**src/rtl/ex_mem_reg.sv**
```systemverilog
// EX/MEM pipeline register: captures the execute-stage bundle and arbitrates
// flush / hold / bubble / load between EX-side and MEM-side stalls.
module ex_mem_reg #(
    parameter int unsigned SIMD_DW = 64,
    parameter int unsigned ADDR_W  = 32,
    parameter int unsigned LD_W    = 3,
    parameter int unsigned ST_W    = 2,
    parameter int unsigned FEXC_W  = 5,
    parameter int unsigned CNT_W   = 32
) (
    input  logic               clk,
    input  logic               rst_n,
    input  logic               IDEX_Valid,
    input  logic [ADDR_W-1:0]  IDEX_NowPC,
    input  logic [4:0]         IDEX_RdAddr,
    input  logic               IDEX_RegWrite,
    input  logic               IDEX_FpRegWrite,
    input  logic [LD_W-1:0]    IDEX_LdType,
    input  logic [ST_W-1:0]    IDEX_StType,
    input  logic [SIMD_DW-1:0] IDEX_Rs2Data,
    input  logic               IDEX_FpuOp,
    input  logic [SIMD_DW-1:0] EX_AluData,
    input  logic               EX_LdStFlag,
    input  logic [FEXC_W-1:0]  EX_FpuException,
    input  logic               EX_FpuReady,
    input  logic               EX_StallReq,
    input  logic               Mem_StallReq,
    input  logic               Flush,
    output logic               EXMEM_Valid,
    output logic [ADDR_W-1:0]  EXMEM_NowPC,
    output logic [4:0]         EXMEM_RdAddr,
    output logic               EXMEM_RegWrite,
    output logic               EXMEM_FpRegWrite,
    output logic [LD_W-1:0]    EXMEM_LdType,
    output logic [ST_W-1:0]    EXMEM_StType,
    output logic [SIMD_DW-1:0] EXMEM_StData,
    output logic [SIMD_DW-1:0] EXMEM_AluData,
    output logic               EXMEM_LdStFlag,
    output logic               EXMEM_FflagsWe,
    output logic [FEXC_W-1:0]  EXMEM_Fflags,
    output logic [CNT_W-1:0]   EXMEM_BubbleCnt,
    output logic               EX_Accept
);

    typedef enum logic [1:0] {
        ACT_LOAD   = 2'd0,
        ACT_BUBBLE = 2'd1,
        ACT_HOLD   = 2'd2,
        ACT_FLUSH  = 2'd3
    } act_e;

    act_e act;
    logic cnt_sat;

    // Per-cycle arbitration: flush > memory stall > execute stall > load.
    always_comb begin
        act = ACT_LOAD;
        if (Flush) begin
            act = ACT_FLUSH;
        end else if (Mem_StallReq) begin
            act = ACT_HOLD;
        end else if (EX_StallReq || (IDEX_FpuOp && !EX_FpuReady)) begin
            act = ACT_BUBBLE;
        end
    end

    assign EX_Accept = (act == ACT_LOAD) && IDEX_Valid;
    assign cnt_sat   = (EXMEM_BubbleCnt == {CNT_W{1'b1}});

    always_ff @(posedge clk or negedge rst_n) begin
        if (!rst_n) begin
            EXMEM_Valid      <= 1'b0;
            EXMEM_NowPC      <= '0;
            EXMEM_RdAddr     <= '0;
            EXMEM_RegWrite   <= 1'b0;
            EXMEM_FpRegWrite <= 1'b0;
            EXMEM_LdType     <= '0;
            EXMEM_StType     <= '0;
            EXMEM_StData     <= '0;
            EXMEM_AluData    <= '0;
            EXMEM_LdStFlag   <= 1'b0;
            EXMEM_FflagsWe   <= 1'b0;
            EXMEM_Fflags     <= '0;
            EXMEM_BubbleCnt  <= '0;
        end else begin
            case (act)
                ACT_LOAD: begin
                    // Control fields are gated so an invalid slot never writes.
                    EXMEM_Valid      <= IDEX_Valid;
                    EXMEM_NowPC      <= IDEX_NowPC;
                    EXMEM_RdAddr     <= IDEX_RdAddr;
                    EXMEM_RegWrite   <= IDEX_Valid & IDEX_RegWrite;
                    EXMEM_FpRegWrite <= IDEX_Valid & IDEX_FpRegWrite;
                    EXMEM_LdType     <= IDEX_Valid ? IDEX_LdType : '0;
                    EXMEM_StType     <= IDEX_Valid ? IDEX_StType : '0;
                    EXMEM_StData     <= IDEX_Rs2Data;
                    EXMEM_AluData    <= EX_AluData;
                    EXMEM_LdStFlag   <= EX_LdStFlag;
                    EXMEM_FflagsWe   <= IDEX_Valid & IDEX_FpuOp;
                    EXMEM_Fflags     <= EX_FpuException;
                end
                ACT_HOLD: begin
                    // Drop the flag strobe so held flags are committed only once.
                    EXMEM_FflagsWe <= 1'b0;
                end
                ACT_BUBBLE: begin
                    EXMEM_Valid      <= 1'b0;
                    EXMEM_RegWrite   <= 1'b0;
                    EXMEM_FpRegWrite <= 1'b0;
                    EXMEM_LdType     <= '0;
                    EXMEM_StType     <= '0;
                    EXMEM_FflagsWe   <= 1'b0;
                    if (IDEX_Valid && !cnt_sat) begin
                        EXMEM_BubbleCnt <= EXMEM_BubbleCnt + CNT_W'(1);
                    end
                end
                default: begin
                    EXMEM_Valid      <= 1'b0;
                    EXMEM_RegWrite   <= 1'b0;
                    EXMEM_FpRegWrite <= 1'b0;
                    EXMEM_LdType     <= '0;
                    EXMEM_StType     <= '0;
                    EXMEM_FflagsWe   <= 1'b0;
                end
            endcase
        end
    end

endmodule

```
**config.mk**
```make
export PLATFORM = sky130hd
export DESIGN_NAME = ex_mem_reg
export DESIGN_NICKNAME = d
export VERILOG_FILES = /design/src/rtl/ex_mem_reg.sv
export SDC_FILE = /design/constraint.sdc
export NUM_CORES = 1
export LEC_CHECK = 0
export BUFFER_PORTS_ARGS = -buffer_cell sky130_fd_sc_hd__buf_2
export CAP_MARGIN = 20
export CORE_AREA = 3 3 155 157
export CTS_CLUSTER_SIZE = 16
export DETAILED_ROUTE_END_ITERATION = 8
export DIE_AREA = 0 0 158 160
export GPL_TIMING_DRIVEN = 0
export SYNTH_ARGS = -nofsm -noshare
export SYNTH_HDL_FRONTEND = slang
export SYNTH_SLANG_ARGS = --single-unit
```
**constraint.sdc**
```tcl
create_clock -name clk -period 2.3 [get_ports clk]
set_input_delay 0.23 -clock clk [delete_from_list [all_inputs] [get_ports clk]]
set_output_delay 0.23 -clock clk [all_outputs]
set_load 0.01 [all_outputs]
```
# == After elaboration in Yosys (flattened, before gate mapping) ==
# Index checks and enable logic that the tools add are counted.
# op_classes
bitwise,3
div,0
reduce_logical,8
addsub,1
n_mul,0
shift,0
n_eq_ne,3
order_cmp,0
n_mux,11
# op_table
cell,count
$add 32x1->32 const B,1
$eq 32x32->1 const B,1
$mux 2,3
$pmux 1 s2,3
$pmux 3 s2,1
$pmux 2 s2,1
$and 1x1->1,3
$logic_and 1x1->1,3
$mux 3,1
$eq 2x1->1 const B,1
$eq 2x2->1 const B,1
$logic_not 1->1,2
$logic_not 2->1,1
$mux 1,2
$reduce_and 2->1,1
$logic_or 1x1->1,1
# word_totals
wordCells,39
ram_bits,0
output_inout_bits,213
n_memories,0
latch_bits,0
mem_bits_ro,0
reg_bits,212

# == Depth between registers and ports, before layout ==
# Gate-level depths: netlist (run 1).
# logic_depth
word_depth,8
ltp_mapped,7
ltp_nobuf,6

# == Least setup slack after synthesis (run 1) ==
# No wires, ideal clock.
# synth_timing
kind,register to register
startpoint,register EXMEM_BubbleCnt[0]
endpoint,register EXMEM_BubbleCnt[28]
period_less_slack_ns,1.920
setup_time_ns,0.127
path_stages_with_launch,7
path_slack_ns,0.380
arrival_time_ns,1.793
t_required_ns,2.173
path_cell_list,dfrtp_1 ha_1 nand4_1 nor4_2 nor3b_1 nand3_1 xnor2_1
# synth_via
elab_chain_len,4
word_cells_on_any_way,5
classes_between,add/sub: 1; eq/ne: 1; reduce/logical: 3
# synth_lines
element,line_no,source
from (decl),41,"output logic [CNT_W-1:0] EXMEM_BubbleCnt,"
from (signal assigned),114,EXMEM_BubbleCnt <= EXMEM_BubbleCnt + CNT_W'(1);
"parallel branches: the longest is 4 deep, another holds $add 32x1->32",n/a,
# Several ways; the timed one is not identified.
# A chain may end at the register's enable or synchronous reset.

# == Final worst setup path (run 1) ==
# layout_timing
startpoint,register EXMEM_BubbleCnt[0]
endpoint,register EXMEM_BubbleCnt[1]
# The elaborated chain is that of the path after synthesis.

==> results of run 1 <==
[cell usage after synthesis]
| cell | number |
|---|---|
| sky130_fd_sc_hd__a2111o_1 | 1 |
| sky130_fd_sc_hd__a211oi_1 | 1 |
| sky130_fd_sc_hd__a21o_1 | 1 |
| sky130_fd_sc_hd__a21oi_1 | 1 |
| sky130_fd_sc_hd__a21oi_2 | 1 |
| sky130_fd_sc_hd__a22o_1 | 7 |
| sky130_fd_sc_hd__a31oi_1 | 2 |
| sky130_fd_sc_hd__a41oi_1 | 1 |
| sky130_fd_sc_hd__and2_1 | 3 |
| sky130_fd_sc_hd__and3_1 | 6 |
| sky130_fd_sc_hd__and3b_1 | 1 |
| sky130_fd_sc_hd__and4_1 | 4 |
| sky130_fd_sc_hd__and4_2 | 1 |
| sky130_fd_sc_hd__and4b_1 | 1 |
| sky130_fd_sc_hd__buf_1 | 1 |
| sky130_fd_sc_hd__buf_2 | 20 |
| sky130_fd_sc_hd__buf_6 | 2 |
| sky130_fd_sc_hd__clkbuf_1 | 2 |
| sky130_fd_sc_hd__dfrtp_1 | 212 |
| sky130_fd_sc_hd__ha_1 | 1 |
| sky130_fd_sc_hd__inv_1 | 5 |
| sky130_fd_sc_hd__mux2_2 | 172 |
| sky130_fd_sc_hd__nand2_1 | 9 |
| sky130_fd_sc_hd__nand2b_1 | 1 |
| sky130_fd_sc_hd__nand3_1 | 14 |
| sky130_fd_sc_hd__nand3_2 | 1 |
| sky130_fd_sc_hd__nand4_1 | 18 |
| sky130_fd_sc_hd__nor2_1 | 7 |
| sky130_fd_sc_hd__nor2b_1 | 1 |
| sky130_fd_sc_hd__nor3_1 | 3 |
| sky130_fd_sc_hd__nor3b_1 | 2 |
| sky130_fd_sc_hd__nor4_1 | 4 |
| sky130_fd_sc_hd__nor4_2 | 1 |
| sky130_fd_sc_hd__o2111ai_1 | 1 |
| sky130_fd_sc_hd__o21a_1 | 1 |
| sky130_fd_sc_hd__or2_2 | 1 |
| sky130_fd_sc_hd__xnor2_1 | 27 |
| sky130_fd_sc_hd__xor2_1 | 2 |
[layer usage]
layer  vias to the layer above  wire (µm)  track usage [%]
met5                         -          0                0
met4                         0       1140             8.21
met3                        70       2060             4.74
met2                       277      13000             34.2
met1                      3244       9730             22.3
li1                       3148          -                -
[kinds of logic after synthesis]
group | after synthesis
compound gates | 17
buf+inv | 30
flops | 212
simple gates | 78
fa+ha+maj | 1
xor+xnor | 29
mux | 172
[layout make-up]
class	count	share of cell area (%)
Sequential cell	212	40.1
Timing Repair Buffer	580	29.0
Multi-Input combinational cell	297	21.2
Clock buffer	38	5.40
Tap cell	285	2.70
Buffer	25	1.01
Clock inverter	4	0.341
Inverter	5	0.142
Antenna cell	2	0.0378
[worst max path at each step]
stage / from / to / slack, ps / depth (start not counted)
3_5_place_dp: EXMEM_BubbleCnt[0]$_DFFE_PN0P_ / EXMEM_BubbleCnt[28]$_DFFE_PN0P_ / 50 / 6
3_3_place_gp: rst_n / EXMEM_BubbleCnt[8]$_DFFE_PN0P_ / -2770 / 1
2_1_floorplan: EXMEM_BubbleCnt[0]$_DFFE_PN0P_ / EXMEM_BubbleCnt[28]$_DFFE_PN0P_ / 380 / 6
5_1_grt: EXMEM_BubbleCnt[0]$_DFFE_PN0P_ / EXMEM_BubbleCnt[1]$_DFFE_PN0P_ / 50 / 6
4_1_cts: EXMEM_BubbleCnt[0]$_DFFE_PN0P_ / EXMEM_BubbleCnt[28]$_DFFE_PN0P_ / 30 / 6
6_report: EXMEM_BubbleCnt[0]$_DFFE_PN0P_ / EXMEM_BubbleCnt[1]$_DFFE_PN0P_ / 190 / 6
[state kept, by name, summed over array words and instances, names as in the netlist]
register,cells
EXMEM_Valid,1
EXMEM_BubbleCnt,32
EXMEM_LdType,3
EXMEM_StData,64
EXMEM_RdAddr,5
EXMEM_FflagsWe,1
EXMEM_FpRegWrite,1
EXMEM_StType,2
EXMEM_Fflags,5
EXMEM_LdStFlag,1
EXMEM_NowPC,32
EXMEM_AluData,64
EXMEM_RegWrite,1
[metrics by stage]
stage               power (µW)  utilization (%)  area [µm²]  TNS, ps
finish                   10900             58.4       13200        0
global route             11400             58.4       13200        0
floorplan                 5850                -        8260        0
detailed placement        7060             47.0       10600        0
CTS                      11000             58.4       13200        0
global placement          7000             46.9       10600  -581290
[worst max-delay path, stage by stage (launching register included)]
cell and delay [ps]:
sky130_fd_sc_hd__dfrtp_1 400, sky130_fd_sc_hd__ha_1 310, sky130_fd_sc_hd__nand4_1 210, sky130_fd_sc_hd__nor4_1 320, sky130_fd_sc_hd__nand4_1 220, sky130_fd_sc_hd__o21a_1 270
sky130_fd_sc_hd__mux2_2 280
[what timing repair did]
action,4_1_cts,5_1_grt
hold buffers,181,0
gates resized for setup,0,1
endpoints found under the hold margin,281,0
setup endpoints to repair,0,2
[power groups by stage]
stage               registers [µW]  logic [µW]  clock network [µW]
floorplan                     5150         695                   0
global placement              4790        2210                   0
detailed placement            4810        2250                   0
CTS                           4750        2500                3790
global route                  4850        2670                3930
finish                        4760        2480                3670
==> metrics.md, run 1 <==
| Metric | Value |
|---|---|
| Count of different cell masters after synthesis | 38 |
| Complex-gate fraction of the synthesized area | about 1.7% |
| Worst slew margin relative to its limit | approximately 48% |
| Hpwl dp | 18300 µm |
| Unrepaired setup endpoints after global routing | false |
| Final non-filler cell total | around 1400 |
| Library cell used as clock root buffer | sky130_fd_sc_hd__clkbuf_16 |
| Clock transition at the register clock pins on the worst setup and hold paths after CTS | 60 ps |
| Initial DRT Pass Iterations | 4 |
| Final-report max-slew violation count | 0 |
| DRT antenna net count | 0 |
| Category of the worst setup path launch point | register |
| Net switching share of the total power | approximately 27% |
| Proportion of power drawn by combinational gates | a little under a quarter |
| Critical Setup Path Class | register to register |
| Final Cycle Share | 91.8% |
| Clock buffer count from CTS | 24 |
| Sequential element share of the synthesized area | ~64% |
| Horiz. Die Dim | 158 µm |
| Layout cells sized above 1 | 54.4% |
| Minimum hold slack | 195 ps |
| Total wirelength of the detailed-routed design | 25900 µm |
| Least-Margin Pin Slew | ~780 ps |
| Number of buffers added for setup after CTS | 0 |
| Max-Cap Viols | 0 |
| Starting DRC count in detailed routing | about 240 |
| Count of yosys warnings during synthesis | 0 |
| Core Area | about 23000 µm² |
| Adder-cell share of the synthesized area | 0.151% |
| Synth Area in Simple Gates | 5.56% |
| Sequential share of power | between 40% and 50% |
| Synthesized area per cell | 15.3 µm² |
| Most frequent cells in the layout | 417 x sky130_fd_sc_hd__buf_2, 212 x sky130_fd_sc_hd__dfrtp_1, 181 x sky130_fd_sc_hd__dlygate4sd3_1 |
| Synthesized netlist net count | between 700 and 800 |
| Setup slack on the worst flop-to-flop path | 190 ps |
| Die Height | about 160 µm |
| Worst-path fanout max | 7 |
| Clk sinks | approximately 210 |
| Multiplexer fraction of the synthesized cell area | a little under a quarter |
| Clock share of power | about a third |
| Via count of the first global-routing pass | 7097 |
| DRC violation count after routing | 0 |
| Area Growth Syn to Fin | 60.1% |
| Cell type contributing the most total cell area after synthesis | sky130_fd_sc_hd__dfrtp_1 |
| Clk Latency, worst-skew pair | ~500 ps |
| Vias per cell | 4.65 |
| Global-route wire length before repair | between 30000 and 40000 µm |
| Worst slack after detailed placement | between 40 and 50 ps |
| Maximum clock rate | 0.474 GHz |
| Hold wc startpoint | IDEX_Valid |
| Finish-stage setup viols | 0 |
| Post-detailed-route wirelength per cell | 17.9 µm |
| Total number of vias | around 6700 |
| Instance count after placement with tap cells included | 1223 |
| Count of mapped cells out of synthesis | between 500 and 600 |
| Net count of the finished layout | between 1000 and 1500 |
| Reg area | roughly 5300 µm² |
| Initial Util | 36.5% |
| Port Buffers | roughly 400 |
| Psw | roughly 2900 µW |
| Worst setup EP type | register |
| Ranking of synthesized cells by area | sky130_fd_sc_hd__dfrtp_1 64%, sky130_fd_sc_hd__mux2_2 23%, sky130_fd_sc_hd__xnor2_1 2.9% |
| Most frequent standard cell in the layout excluding fill and tap cells | sky130_fd_sc_hd__buf_2 |
| Pwr dens | a little over 800 nW/µm² |
| Shortest period the worst path allows | 2110 ps |
| Footprint of the multi-input gates | 2810 µm² |
| Number of top-level design ports | 399 |
| CTS max path bufs | 3 |
| CTS tree | yes |
| Synth top area share | between 60% and 70% |
| Grt ovf | 0 |
| Final setup slack of the worst path | between 150 and 200 ps |
| XOR/XNOR Fraction of Synth Area | ~3.1% |
| Outcome | completed |
| Data required time at the worst endpoint | 2690 ps |
| GRT Total Usage | about a fifth |
| Total count of hold-check failures in the final report | 0 |
| Filler cell count in the final layout | 1806 |
| DIE AREA | ~25000 µm² |
| Combinational family with the most area after synthesis | multiplexers |
| Worst endpoint data arrival time | about 2500 ps |
| Internal power | around 8000 µW |
| Maximum number of pins on one net before global-route repair | ~110 |
| Type of the most critical hold path | primary input to register |
| Worst R2R Path Depth | 6 |
| Initial antenna violation count | 2 |
| Reg-to-Reg Start | EXMEM_BubbleCnt[0]$_DFFE_PN0P_ |
| Number of register bits inferred by synthesis | 212 |
| Clock Skews | between 4 and 5 ps |
| Summed instance area of the synthesized netlist | 8260 µm² |
| Highest ir drop seen on vdd | 0.632 mV |
| Cell Rows | between 50 and 60 |
| Worst R2R End | EXMEM_BubbleCnt[1]$_DFFE_PN0P_ |
| Worst hold path depth | 4 |
| Gpl congestion | about 0.82 |
| Worst Hold End | EXMEM_BubbleCnt[4]$_DFFE_PN0P_ |
| H-tree depth | 1 |
| Cell leakage power | 0.00641 µW |
Note: power is estimated with default switching activity, not from simulation.
==> inputs of run 2 (changes only) <==
--- a/config.mk
+++ b/config.mk
@@ -5,13 +5,15 @@
 export SDC_FILE = /design/constraint.sdc
 export NUM_CORES = 1
 export LEC_CHECK = 0
+export ABC_AREA = 1
 export BUFFER_PORTS_ARGS = -buffer_cell sky130_fd_sc_hd__buf_2
 export CAP_MARGIN = 20
-export CORE_AREA = 3 3 155 157
+export CORE_AREA = 3 3 153 155
 export CTS_CLUSTER_SIZE = 16
 export DETAILED_ROUTE_END_ITERATION = 8
-export DIE_AREA = 0 0 158 160
+export DIE_AREA = 0 0 156 158
 export GPL_TIMING_DRIVEN = 0
+export PLACE_DENSITY = 0.72
 export SYNTH_ARGS = -nofsm -noshare
 export SYNTH_HDL_FRONTEND = slang
 export SYNTH_SLANG_ARGS = --single-unit
==> run 2 against run 1 <==
  * Synthesized cell count up 35%
  * Fmax is 0.70% higher
  * Largest cell class unchanged
  * Hold slack lost 69 ps
  * First-iteration DRC count is 63% higher
  * Die area down 2.5%
  * Via count is 17% higher
  * Combinational power rose by 20%
  * Sequential power increased by 4.6%
  * Sequential share of layout area decreased by 3.0 points
  * Power rose by 7.4%
  * Final cell count up 13%
==> metrics.md, run 2 <==
| Metric | Value |
|---|---|
| Count of different cell masters after synthesis | 27 (was 38) |
| Final Cycle Share | 91.2% (was 91.8%) |
| Starting DRC count in detailed routing | 390 (was 239) |
| Outcome | completed (unchanged) |
| Post-detailed-placement cell area | 11700 µm² (was 10600 µm²) |
| CTS tree | yes (unchanged) |
| Total number of vias | 7857 (was 6739) |
| Horiz. Die Dim | 156 µm (was 158 µm) |
| Library cell used as clock root buffer | sky130_fd_sc_hd__clkbuf_16 (unchanged) |
| H-tree depth | 1 (unchanged) |
| Clock buffer count from CTS | 23 (was 24) |
| Most used standard cells in the synthesized netlist | 212 x sky130_fd_sc_hd__dfrtp_1, 191 x sky130_fd_sc_hd__nand2_1, 100 x sky130_fd_sc_hd__mux2_4 (was 212 x sky130_fd_sc_hd__dfrtp_1, 172 x sky130_fd_sc_hd__mux2_2, 27 x sky130_fd_sc_hd__xnor2_1) |
| Type of the most critical hold path | primary input to register (unchanged) |
| Hpwl dp | 20100 µm (was 18300 µm) |
| DRC violation count after routing | 0 (unchanged) |
| Primary FF master, synth | sky130_fd_sc_hd__dfrtp_1 (unchanged) |
| Cell Rows | 54 (was 55) |
| Grt ovf | 0 (unchanged) |
| Instance count after placement with tap cells included | 1408 (was 1223) |
| Cells traversed along the worst timing path | dlygate4sd3_1 -> buf_2 -> nand2_1 -> nand3_2 -> buf_6 -> nor2_2 -> buf_2 (was ha_1 -> nand4_1 -> nor4_1 -> nand4_1 -> o21a_1 -> mux2_2) |
| Worst slew margin relative to its limit | 52.6% (was 47.9%) |
| CTS max path bufs | 3 (unchanged) |
| Worst R2R End | EXMEM_BubbleCnt[26]$_DFFE_PN0P_ (was EXMEM_BubbleCnt[1]$_DFFE_PN0P_) |
| Initial antenna violation count | 2 (unchanged) |
| Worst R2R Path Depth | 11 (was 6) |
| GRT Total Usage | 24.7% (was 19.4%) |
| Area Growth Syn to Fin | 52.8% (was 60.1%) |
| Total count of hold-check failures in the final report | 0 (unchanged) |
| Initial Util | 42.6% (was 36.5%) |
| Worst-path fanout max | 10 (was 7) |
| Area of all placed cells without fillers | 14300 µm² (was 13200 µm²) |
| Unrepaired setup endpoints after global routing | false (unchanged) |
| Reg-to-Reg Start | EXMEM_BubbleCnt[0]$_DFFE_PN0P_ (unchanged) |
| Initial DRT Pass Iterations | 5 (was 4) |
| Sequential element share of the synthesized area | 56.8% (was 64.2%) |
| Overall power consumption | 11700 µW (was 10900 µW) |
| Least-Margin Pin Slew | 711 ps (was 781 ps) |
| Largest stage delay, worst path | 540 ps (was 400 ps) |
| DRT antenna net count | 0 (unchanged) |
| Synth top area share | 56.8% (was 64.2%) |
| Post-detailed-route wirelength per cell | 19.2 µm (was 17.9 µm) |
| Count of mapped cells out of synthesis | 730 (was 539) |
| Summed instance area of the synthesized netlist | 9350 µm² (was 8260 µm²) |
| Maximum clock rate | 0.477 GHz (was 0.474 GHz) |
| Shortest period the worst path allows | 2100 ps (was 2110 ps) |
| Post-synth EDFFs | 0 (unchanged) |
| Max-Cap Viols | 0 (unchanged) |
| Max stage delay cell, worst path | sky130_fd_sc_hd__dlygate4sd3_1 (was sky130_fd_sc_hd__dfrtp_1) |
| Maximum number of pins on one net before global-route repair | 121 (was 111) |
| Clock transition at the register clock pins on the worst setup and hold paths after CTS | 60 ps (about the same) |
| Cell type contributing the most total cell area after synthesis | sky130_fd_sc_hd__dfrtp_1 (unchanged) |
| Synthesized netlist net count | 917 (was 726) |
| Total wirelength of the detailed-routed design | 31300 µm (was 25900 µm) |
| Via count of the first global-routing pass | 8642 (was 7097) |
| Setup slack on the worst flop-to-flop path | 390 ps (was 190 ps) |
| Final-report max-slew violation count | 0 (unchanged) |
| Critical path destination | EX_Accept (was EXMEM_BubbleCnt[1]$_DFFE_PN0P_) |
| Number of register bits inferred by synthesis | 212 (unchanged) |
| Most frequent cells in the layout | 401 x sky130_fd_sc_hd__buf_2, 212 x sky130_fd_sc_hd__dfrtp_1, 191 x sky130_fd_sc_hd__nand2_1 (was 417 x sky130_fd_sc_hd__buf_2, 212 x sky130_fd_sc_hd__dfrtp_1, 181 x sky130_fd_sc_hd__dlygate4sd3_1) |
| Port Buffers | 397 (was 398) |
| Net count of the finished layout | 1520 (was 1332) |
| Core Area | 22000 µm² (was 22600 µm²) |
| Finish-stage setup viols | 0 (unchanged) |
| Leading registers by flop count | EXMEM_AluData (64), EXMEM_StData (64) (unchanged) |
| Ranking of synthesized cells by area | sky130_fd_sc_hd__dfrtp_1 57%, sky130_fd_sc_hd__mux2_4 16%, sky130_fd_sc_hd__nand2_1 7.7% (was sky130_fd_sc_hd__dfrtp_1 64%, sky130_fd_sc_hd__mux2_2 23%, sky130_fd_sc_hd__xnor2_1 2.9%) |
| Cell with the most instances on the worst path | sky130_fd_sc_hd__buf_2 (was sky130_fd_sc_hd__nand4_1) |
| Count of yosys warnings during synthesis | 0 (unchanged) |
| Final cell utilization of the core | 65.0% (was 58.4%) |
| Cell leakage power | 0.00755 µW (was 0.00641 µW) |
| Worst setup EP type | output pin (was register) |
| Critical Setup Path Class | primary input to output pin (was register to register) |
| Pwr dens | 820 nW/µm² (was 824 nW/µm²) |
| Data required time at the worst endpoint | 2070 ps (was 2690 ps) |
| Cell with the most instances after synthesis | sky130_fd_sc_hd__dfrtp_1 (unchanged) |
| Most frequent standard cell in the layout excluding fill and tap cells | sky130_fd_sc_hd__buf_2 (unchanged) |
| Highest ir drop seen on vdd | 0.614 mV (was 0.632 mV) |
| Critical Path Source | IDEX_FpuOp (was EXMEM_BubbleCnt[0]$_DFFE_PN0P_) |
| Category of the worst setup path launch point | primary input (was register) |
| Gpl congestion | 0.949 (was 0.819) |
| Clk sinks | 212 (unchanged) |
| Synthesized area per cell | 12.8 µm² (was 15.3 µm²) |
| Vias per cell | 4.82 (was 4.65) |
| Final non-filler cell total | 1630 (was 1448) |
| Die Height | 158 µm (was 160 µm) |
| Global-route wire length before repair | 47800 µm (was 38800 µm) |
| Number of top-level design ports | 399 (unchanged) |
| Number of buffers added for setup after CTS | 0 (unchanged) |
| DIE AREA | 24600 µm² (was 25300 µm²) |
| Worst endpoint data arrival time | 1870 ps (was 2500 ps) |
| Clock Skews | 13.3 ps (was 4.97 ps) |
| Async set-or-reset flop fraction in the synthesized netlist | 100% (unchanged) |
| Clk Latency, worst-skew pair | 500 ps (about the same) |
| Worst hold path depth | 5 (was 4) |
| Layout cells sized above 1 | 47.2% (was 54.4%) |
[run 2: cell count changes after synthesis, sizes merged, moves of 9 or more]
cell    change
nand2     +188
nor2       +49
xnor2      -23
nand4      -16
nand3b     +14
inv        +11
xor2        +9
[run 2: logic make-up (layout without fill, tap and decap cells)]
group	after synthesis	count (layout)	synth area share, %
buffers and inverters	42	659	3.40
xor gates and xnor gates	15	15	1.41
other	0	3	0
and+or+nand+nor	278	278	12.9
DFF	212	212	56.8
adders and majority gates	1	1	0.134
AOI/OAI and AO/OA	11	11	0.790
muxes	171	171	24.6
[run 2: worst min path at each step]
stage          slack [ps]           start                              end
6_report              130      IDEX_Valid   EXMEM_BubbleCnt[4]$_DFFE_PN0P_
5_1_grt               120      IDEX_Valid   EXMEM_BubbleCnt[4]$_DFFE_PN0P_
4_1_cts               110      IDEX_Valid   EXMEM_BubbleCnt[4]$_DFFE_PN0P_
3_5_place_dp          280           rst_n  EXMEM_BubbleCnt[20]$_DFFE_PN0P_
3_3_place_gp          440  IDEX_RdAddr[0]      EXMEM_RdAddr[0]$_DFFE_PN0N_
2_1_floorplan         -70           rst_n     EXMEM_AluData[0]$_DFFE_PN0N_
[run 2: per-layer routing]
| layer | up-vias | global-route usage (%) | part of all wire, % |
|---|---|---|---|
| li1 | 3623 | - | - |
| met2 | 338 | 45.2 | 52 |
| met3 | 77 | 5.71 | 7.1 |
| met1 | 3819 | 28.4 | 38 |
| met5 | - | 0 | 0 |
| met4 | 0 | 8.49 | 3.1 |
[run 2: cell type report]
cell class                 instances  area (µm²)
antenna                            3        7.51
multi-input combinational        476        3730
clock buffer                      31         636
fill                            1565        7670
timing repair buffer             578        3830
tap                              280         350
sequential                       212        5310
buffer                            26         258
clock inverter                     8         115
inverter                          16        60.1
[run 2: worst max-delay path, delay by kind of cell]
family                 cells  cell delay (ps)
AND/OR/NAND/NOR            3              550
buffers and inverters      4             1080
[run 2: report_power, final]
| part | internal [µW] | switching, µW | total (µW) |
|---|---|---|---|
| Combinational | 1640 | 1340 | 2970 |
| Sequential | 4490 | 499 | 4980 |
| Clock | 2260 | 1490 | 3750 |
[run 2: what timing repair did]
item                       in CTS  in global routing
setup endpoints to repair       0                  1
resized for setup               0                  1
hold endpoints to repair      271                  0
hold buffers                  180                  0
[run 2: through the flow]
stage	TNS [ps]	hold slack (ps)	setup slack, ps
5_1_grt	0	118	101
3_5_place_dp	0	282	364
6_report	0	126	203
2_1_floorplan	0	-65.6	629
3_3_place_gp	-540870	443	-2570
4_1_cts	0	106	15.0
